$ cat src/rtl/game_timer_sched_if.sv
// Command and expiry-event port bundle for game_timer_sched.
// Both channels use valid/ready: a transfer happens on the rising edge where valid and ready are both high.
// The producer holds its payload stable while valid is high and ready is low.
interface game_timer_sched_if #(
  parameter int CNT_W = 8
);
  logic             cmd_valid;
  logic             cmd_ready;
  logic [1:0]       cmd_op;
  logic [1:0]       cmd_ch;
  logic [CNT_W-1:0] cmd_data;
  logic             evt_valid;
  logic             evt_ready;
  logic [1:0]       evt_ch;
  logic             evt_overrun;

  modport master (
    output cmd_valid, cmd_op, cmd_ch, cmd_data, evt_ready,
    input  cmd_ready, evt_valid, evt_ch, evt_overrun
  );

  modport slave (
    input  cmd_valid, cmd_op, cmd_ch, cmd_data, evt_ready,
    output cmd_ready, evt_valid, evt_ch, evt_overrun
  );
endinterface

$ cat src/rtl/game_timer_sched.sv
// Four-channel countdown-timer scheduler with built-in tick prescaler and
// round-robin arbitrated one-entry expiry event buffer.
module game_timer_sched #(
  parameter int TICK_CYCLES = 25000000,
  parameter int CNT_W       = 8,
  parameter int NCH         = 4
) (
  input  logic                   clk,
  input  logic                   rst,
  game_timer_sched_if.slave      bus,
  output logic                   tick,
  output logic [NCH-1:0]         running,
  output logic [NCH*CNT_W-1:0]   remaining
);
  localparam int PW = $clog2(TICK_CYCLES);

  typedef enum logic [1:0] {
    OP_LOAD  = 2'b00,
    OP_START = 2'b01,
    OP_PAUSE = 2'b10,
    OP_CLEAR = 2'b11
  } cmd_op_e;

  logic [PW-1:0]    presc_q, presc_d;
  logic [CNT_W-1:0] rem_q [NCH];
  logic [CNT_W-1:0] rem_d [NCH];
  logic [NCH-1:0]   run_q, run_d;
  logic [NCH-1:0]   pend_q, pend_d;
  logic [1:0]       rr_q, rr_d;
  logic             evt_valid_q, evt_valid_d;
  logic [1:0]       evt_ch_q, evt_ch_d;
  logic             ovr_q, ovr_d;

  logic             cmd_fire;
  logic             buf_free;
  logic             sel_found;
  logic [1:0]       sel_ch;

  assign tick          = (presc_q == PW'(TICK_CYCLES - 1));
  assign bus.cmd_ready = !tick;
  assign cmd_fire      = bus.cmd_valid && !tick;
  assign buf_free      = !evt_valid_q || bus.evt_ready;

  assign bus.evt_valid   = evt_valid_q;
  assign bus.evt_ch      = evt_ch_q;
  assign bus.evt_overrun = ovr_q;
  assign running         = run_q;

  always_comb begin
    remaining = '0;
    for (int k = 0; k < NCH; k++) begin
      remaining[k*CNT_W +: CNT_W] = rem_q[k];
    end
  end

  // Highest offset is visited first so the nearest pending channel after rr wins.
  always_comb begin
    sel_found = 1'b0;
    sel_ch    = '0;
    for (int i = NCH - 1; i >= 0; i--) begin
      if (pend_q[rr_q + 2'(i)]) begin
        sel_found = 1'b1;
        sel_ch    = rr_q + 2'(i);
      end
    end
  end

  always_comb begin
    presc_d     = tick ? '0 : presc_q + PW'(1);
    rem_d       = rem_q;
    run_d       = run_q;
    pend_d      = pend_q;
    rr_d        = rr_q;
    evt_valid_d = evt_valid_q;
    evt_ch_d    = evt_ch_q;
    ovr_d       = ovr_q;

    if (cmd_fire) begin
      case (bus.cmd_op)
        OP_LOAD:  rem_d[bus.cmd_ch] = bus.cmd_data;
        OP_START: if (rem_q[bus.cmd_ch] != '0) run_d[bus.cmd_ch] = 1'b1;
        OP_PAUSE: run_d[bus.cmd_ch] = 1'b0;
        OP_CLEAR: begin
          rem_d[bus.cmd_ch]  = '0;
          run_d[bus.cmd_ch]  = 1'b0;
          pend_d[bus.cmd_ch] = 1'b0;
        end
        default: ;
      endcase
    end

    if (buf_free) begin
      if (sel_found) begin
        evt_valid_d    = 1'b1;
        evt_ch_d       = sel_ch;
        pend_d[sel_ch] = 1'b0;
        rr_d           = sel_ch + 2'd1;
      end else begin
        evt_valid_d = 1'b0;
      end
    end

    // Expiry sees pending after the buffer load, so a channel handed to the
    // buffer this cycle does not count as an overrun.
    if (tick) begin
      for (int k = 0; k < NCH; k++) begin
        if (run_q[k]) begin
          rem_d[k] = rem_q[k] - CNT_W'(1);
          if (rem_q[k] == CNT_W'(1)) begin
            run_d[k] = 1'b0;
            if (pend_d[k]) ovr_d = 1'b1;
            pend_d[k] = 1'b1;
          end
        end
      end
    end
  end

  always_ff @(posedge clk) begin
    if (rst) begin
      presc_q     <= '0;
      run_q       <= '0;
      pend_q      <= '0;
      rr_q        <= '0;
      evt_valid_q <= 1'b0;
      evt_ch_q    <= '0;
      ovr_q       <= 1'b0;
      for (int k = 0; k < NCH; k++) rem_q[k] <= '0;
    end else begin
      presc_q     <= presc_d;
      run_q       <= run_d;
      pend_q      <= pend_d;
      rr_q        <= rr_d;
      evt_valid_q <= evt_valid_d;
      evt_ch_q    <= evt_ch_d;
      ovr_q       <= ovr_d;
      for (int k = 0; k < NCH; k++) rem_q[k] <= rem_d[k];
    end
  end
endmodule

$ cat src/flat_wrapper.sv
// flat-port wrapper written by rule: the top's interface ports become plain ports
module game_timer_sched_flat 
#(
  parameter int TICK_CYCLES = 25000000,
  parameter int CNT_W       = 8,
  parameter int NCH         = 4
)
  (clk, rst, tick, running, remaining, bus_cmd_valid, bus_cmd_op, bus_cmd_ch, bus_cmd_data, bus_evt_ready, bus_cmd_ready, bus_evt_valid, bus_evt_ch, bus_evt_overrun);
  game_timer_sched_if #(.CNT_W(CNT_W)) bus_i ();
  input  logic clk;
  input  logic rst;
  output logic tick;
  output logic [NCH-1:0] running;
  output logic [NCH*CNT_W-1:0] remaining;
  input wire logic [$bits(bus_i.cmd_valid)-1:0] bus_cmd_valid;
  input wire logic [$bits(bus_i.cmd_op)-1:0] bus_cmd_op;
  input wire logic [$bits(bus_i.cmd_ch)-1:0] bus_cmd_ch;
  input wire logic [$bits(bus_i.cmd_data)-1:0] bus_cmd_data;
  input wire logic [$bits(bus_i.evt_ready)-1:0] bus_evt_ready;
  output wire logic [$bits(bus_i.cmd_ready)-1:0] bus_cmd_ready;
  output wire logic [$bits(bus_i.evt_valid)-1:0] bus_evt_valid;
  output wire logic [$bits(bus_i.evt_ch)-1:0] bus_evt_ch;
  output wire logic [$bits(bus_i.evt_overrun)-1:0] bus_evt_overrun;
  assign bus_i.cmd_valid = bus_cmd_valid;
  assign bus_i.cmd_op = bus_cmd_op;
  assign bus_i.cmd_ch = bus_cmd_ch;
  assign bus_i.cmd_data = bus_cmd_data;
  assign bus_i.evt_ready = bus_evt_ready;
  assign bus_cmd_ready = bus_i.cmd_ready;
  assign bus_evt_valid = bus_i.evt_valid;
  assign bus_evt_ch = bus_i.evt_ch;
  assign bus_evt_overrun = bus_i.evt_overrun;
  game_timer_sched #(.TICK_CYCLES(TICK_CYCLES), .CNT_W(CNT_W), .NCH(NCH)) u_core (.clk(clk), .rst(rst), .bus(bus_i), .tick(tick), .running(running), .remaining(remaining));
endmodule
$ cat config.mk
export PLATFORM = sky130hd
export DESIGN_NAME = game_timer_sched_flat
export DESIGN_NICKNAME = d
export VERILOG_FILES = /design/src/rtl/game_timer_sched_if.sv /design/src/rtl/game_timer_sched.sv /design/src/flat_wrapper.sv
export SDC_FILE = /design/constraint.sdc
export NUM_CORES = 1
export LEC_CHECK = 0
export CAP_MARGIN = 20
export CORE_ASPECT_RATIO = 1.1
export CORE_MARGIN = 8
export CORE_UTILIZATION = 55
export CTS_BUF_LIST = sky130_fd_sc_hd__clkbuf_8
export CTS_CLUSTER_DIAMETER = 60
export CTS_CLUSTER_SIZE = 28
export DETAILED_ROUTE_END_ITERATION = 8
export GPL_TIMING_DRIVEN = 0
export PLACE_DENSITY = 0.79
export SLEW_MARGIN = 30
export SYNTH_ARGS = -nofsm -noshare
export SYNTH_HDL_FRONTEND = slang
export SYNTH_SLANG_ARGS = --single-unit
$ cat constraint.sdc
create_clock -name clk -period 7.2 [get_ports clk]
set_input_delay 2.16 -clock clk [delete_from_list [all_inputs] [get_ports clk]]
set_output_delay 2.16 -clock clk [all_outputs]
set_load 0.01 [all_outputs]
## Word level (Yosys, flattened, before mapping)

Cells that the tools add are included.

| word-level totals | value |
|---|---|
| register bits after elaboration | 71 |
| input port bits | 16 |
| output and inout port bits | 42 |

| cells by class | value |
|---|---|
| add/sub/neg operators | 9 |
| magnitude comparators | 10 |
| equality and inequality tests | 8 |
| muxes and demuxes | 71 |
| bitwise logic cells | 9 |
| reductions and logical operators | 12 |

Operators with widths:

| cell | count |
|---|---|
| 32-bit two-way mux | 2 |
| 32-bit case mux with 2 select lines | 1 |
| 8-bit two-way mux | 7 |
| 1-bit two-way mux | 39 |
| 32-bit bitwise AND | 1 |
| 32-bit bitwise mux | 1 |
| 8-bit by 1-bit equality test with 1-bit output (second input constant) | 4 |
| 4-bit two-way mux | 8 |
| 32-bit inverter | 1 |
| 8-bit by 1-bit subtractor with 8-bit output (second input constant) | 4 |
| 25-bit by 1-bit adder with 25-bit output (second input constant) | 1 |
| 25-bit equality test (second input constant) | 1 |
| 2-bit by 3-bit < comparator with 1-bit output (second input constant) | 6 |
| 8-bit binary-select mux with 2-bit select | 1 |
| 8-bit demux with 2-bit select | 1 |
| 4-bit bitwise AND | 3 |
| 1-bit binary-select mux with 2-bit select | 4 |
| 2-bit two-way mux | 4 |
| 4-bit inverter | 2 |
| 4-bit case mux with 2 select lines | 1 |
| 8-bit nonzero test | 1 |
| 2-bit by 1-bit adder with 2-bit output (second input constant) | 2 |
| 2-bit adder (second input constant) | 2 |
| 1-bit demux with 2-bit select | 2 |
| 13 further kinds | 20 |

## Logic depth before layout (Yosys ltp)

| logic depth | value |
|---|---|
| word-level depth | 27 |
| gate-level depth with buffers | 10 |

## Worst setup path after synthesis

OpenSTA, ideal clock, no wires.

| timing path | value |
|---|---|
| kind | input to register |
| from | in bus_cmd_op[0] |
| to | reg u_core.rem_q (netlist bit u_core.remaining[12]) |
| setup time | 122 ps |
| data arrival time | 3638 ps |
| path slack | 3440 ps |
| stages | 8 |
| buffers on the path | 1 |
| cells stage by stage | inv_1 -> ha_1 -> nor2b_1 -> clkbuf_1 -> o21ai_0 -> a21oi_1 -> a2111oi_0 -> a311o_1 |

| on the way | value |
|---|---|
| longest elaborated chain between the ends | 5 |
| elaborated cells on any way between the ends | 6 |
| classes of those cells | eq/ne (1); mux (4); reduce/logical (1) |

Ends and longest elaborated chain:

| what | line | text |
|---|---|---|
| start, declared | flat_wrapper.sv:16 | `input wire logic [$bits(bus_i.cmd_op)-1:0] bus_cmd_op;` |
| 2-bit equality test or 2-bit zero test (tied branches) | game_timer_sched.sv:79 | `case (bus.cmd_op)` |
| 32-bit case mux with 2 select lines (*) | game_timer_sched.sv:79 |  |
| 32-bit two-way mux (*) | game_timer_sched.sv:78 | `if (cmd_fire) begin` |
| 8-bit two-way mux | game_timer_sched.sv:107 | `if (run_q[k]) begin` |
| 32-bit two-way mux (*) | game_timer_sched.sv:105 | `if (tick) begin` |
| end, declared | game_timer_sched.sv:25 | `logic [CNT_W-1:0] rem_q [NCH];` |

Mark *: on every way between the ends. The rest lies on a longest branch, timed or not.
A chain may end at the register's enable or synchronous reset.

## Worst setup path in the final report

| timing path | value |
|---|---|
| from | reg u_core.presc_q[0] |
| to | out bus_cmd_ready |

| on the way | value |
|---|---|
| longest elaborated chain between the ends | 2 |

Ends and longest elaborated chain:

| what | line | text |
|---|---|---|
| start, declared | game_timer_sched.sv:24 | `logic [PW-1:0] presc_q, presc_d;` |
| start signal, assigned | game_timer_sched.sv:130 | `presc_q <= presc_d;` |
| 25-bit equality test | game_timer_sched.sv:39 | `assign tick = (presc_q == PW'(TICK_CYCLES - 1));` |
| 1-bit zero test | game_timer_sched.sv:40 | `assign bus.cmd_ready = !tick;` |
| end, declared | flat_wrapper.sv:20 | `output wire logic [$bits(bus_i.cmd_ready)-1:0] bus_cmd_ready;` |

Every way passes these cells.

==> qor.yml <==
max-vdd-ir-drop_mv: 0.1389
syn2layout_area_growth_pct: 20.92
worst_pin_slew_ns: 0.7896
gp_congestion: 1.013
h-tree-depth: 3
fin_nets: 651
post_cts_buffers: 0
cts_tree: "done"
fillCellCount: 687
drtIter0Drc: 382
pwr-share-clk: 0.425
clockBufferDepth: 2
ios: 58
p_sw_frac: 0.2541
viasPerCell: 6.386
cts_sinks: 71
drc: 0
grt_pass1_vias: 4462
cts_made_buffers: 9
critPathKind: "flip-flop to primary output"
grt_overflow: 0
finalSetupViolCount: 0
dp_hpwl_mm: 10.49
final_cells: 731
die_h_um: 110.7
die-area_um2: 11290
rsz0062_at_grt: "false"
clk_pin_slew_ns: 0.07
synth.yosys.seq_area_share: 0.3173
clk_latency_ns: 0.36
portBuffers: 57
cp-endpoint: "bus_cmd_ready"
final_common_cell: "dfxtp_1"
reg2reg_depth: 10
drv_slew: 0
cap_violations: 0
first_pass_iters: 7
min_path_cells: 1
p_sw_mw: 0.2210
crit_arrival_ns: 2.44
ff2ff_setup_slack_ns: 4.82
ys_ff_latch: 71
syn_inst: 550
antenna_left: 0
outcome: "completed"
gr-usage-all-layers: 0.2474
endpoint_kind: "primary output"
max_freq_mhz: 217.2
power_density_nw_per_um2: 160.6
antenna_found_initial: 0
path_max_fanout: 6
slew_headroom: 0.4687
finalWirelength_mm: 14.34
clockRootBuffer: "clkbuf_8"
layout_common_cells: "71 x dfxtp_1, 60 x nor2_1, 57 x clkdlybuf4s50_1"
coreArea_um2: 7913
syn_nets: 583
start_kind: "flip-flop"
syn_area_per_cell_um2: 8.144
drive_gt1_frac: 0.08989
r2r_end: "u_core.bus.evt_overrun$_SDFFE_PP0N_"
dp.cells: 715
insertedDiodeCount: 0
required_ns: 5.04
fin_crit_sh: 0.6395
synth_edf_count: 0
start_util: 0.5661
startpoint: "u_core.presc_q[0]$_SDFF_PP0_"
hold_viol_final: 0
synth_ff_type: "dfxtp_1"
fin_crit_ns: 4.605
synthArstFlopShare: 0
post_cts_resize_count: 0
multi_input_comb_area_um2: 2806
routedWlPerCell_um: 19.62
hold_path_class: "flip-flop to flip-flop"
p_int_mw: 0.6489
setup_ws_ns: 2.595
synth.cell_area_um2: 4479
die_w_um: 102.0
grt_max_degree: 13
yosysUniqueCellTypes: 73
grt_pass1_wl_mm: 22.41
leakagePower_nw: 1.952
r2r_start: "u_core.rr_q[1]$_SDFFE_PP0P_"
placementRows: 34
finalSetupTns_ns: 0
pre_cts_slack_ns: 2.449
p_seq_frac: 0.466
ys_warn_count: 0
power_frac_comb: 0.109
regArea_um2: 1421
vias: 4668
ctsHoldBuffers: 0
finalClockSkew_ns: 0.01305
-- sequential cells by signal, summed over array words and instances, names as in the netlist --
name,cells
u_core.running,4
u_core.bus.evt_overrun,1
u_core.remaining,32
u_core.rr_q,2
u_core.pend_q,4
u_core.bus.evt_ch,2
u_core.presc_q,25
u_core.bus.evt_valid,1
-- power groups by stage --
stage	Clock, mW	Sequential [mW]	Combinational, mW
5_1_grt	0.391	0.406	0.101
6_report	0.370	0.405	0.0951
4_1_cts	0.376	0.405	0.0924
3_5_place_dp	0	0.414	0.0915
3_3_place_gp	0	0.414	0.0906
2_1_floorplan	0	0.414	0.0498
-- final cells by class --
class / instances / area share
Clock buffer: 11 / 0.02795
Buffer: 28 / 0.02980
Sequential cell: 71 / 0.2624
Clock inverter: 5 / 0.01478
Timing Repair Buffer: 57 / 0.1053
Inverter: 24 / 0.01663
Multi-Input combinational cell: 427 / 0.5181
Tap cell: 108 / 0.02495
-- cells by family after synthesis --
group,share of synthesized area
AOI/OAI and AO/OA,0.1846
xor gates and xnor gates,0.04693
adders and majority gates,0.04749
buffers and inverters,0.05614
DFF,0.3173
muxes,0.01816
and+or+nand+nor,0.3293
-- layer usage --
metal  share of wire  GRT usage  vias to the layer above
li1                -          -                     2191
met1            0.40     0.2924                     2190
met2            0.47     0.4022                      246
met3            0.10    0.06156                       41
met4           0.030     0.1206                        0
met5               0          0                        -
-- worst max-delay path, stage by stage (launching register included) --
cell	delay (ns)
dfxtp_1	0.34
ha_1	0.27
and2_1	0.21
and3_4	0.18
buf_6	0.13
and2_4	0.15
buf_6	0.12
inv_1	0.13
clkdlybuf4s50_1	0.56
-- synth_stat cells (7+ instances only) --
cell type  instances  area share
dfxtp_1           71        0.32
nor2_1            60       0.050
nand2_1           32       0.027
nand3_1           32       0.036
a21oi_1           27       0.030
inv_1             24       0.020
nor3_1            21       0.023
o21ai_0           21       0.023
ha_1              17       0.047
nand4_1           16       0.022
nor4_1            13       0.018
xor2_1            13       0.025
clkbuf_1          11      0.0092
xnor2_1           11       0.022
and3_1            10       0.014
buf_2              9       0.010
nand2b_1           9       0.013
nor2b_1            9       0.013
a31oi_1            8       0.011
o22ai_1            8       0.011
and4_1             7       0.014
mux2i_1            7       0.016
-- per-stage QoR --
stage / hold slack (ns) / utilization / instance area (µm²) / total power [mW]
6_report: 0.4668 / 0.6845 / 5416 / 0.8700
5_1_grt: 0.5075 / 0.6845 / 5416 / 0.8986
4_1_cts: 0.4709 / 0.6845 / 5416 / 0.8732
3_5_place_dp: 0.4519 / 0.6553 / 5185 / 0.5055
3_3_place_gp: 0.4500 / 0.6553 / 5185 / 0.5043
2_1_floorplan: 0.4296 / - / 4479 / 0.4641
-- worst min-delay path by stage --
| stage | from | to | slack [ns] |
|---|---|---|---|
| global placement | u_core.presc_q[0]$_SDFF_PP0_ | u_core.presc_q[0]$_SDFF_PP0_ | 0.45 |
| detailed placement | u_core.presc_q[0]$_SDFF_PP0_ | u_core.presc_q[0]$_SDFF_PP0_ | 0.45 |
| CTS | u_core.presc_q[0]$_SDFF_PP0_ | u_core.presc_q[0]$_SDFF_PP0_ | 0.47 |
| global route | u_core.presc_q[0]$_SDFF_PP0_ | u_core.presc_q[0]$_SDFF_PP0_ | 0.51 |
| floorplan | u_core.presc_q[0]$_SDFF_PP0_ | u_core.presc_q[0]$_SDFF_PP0_ | 0.43 |
| finish | u_core.presc_q[0]$_SDFF_PP0_ | u_core.presc_q[0]$_SDFF_PP0_ | 0.47 |
Note: power is estimated with default switching activity, not from simulation.
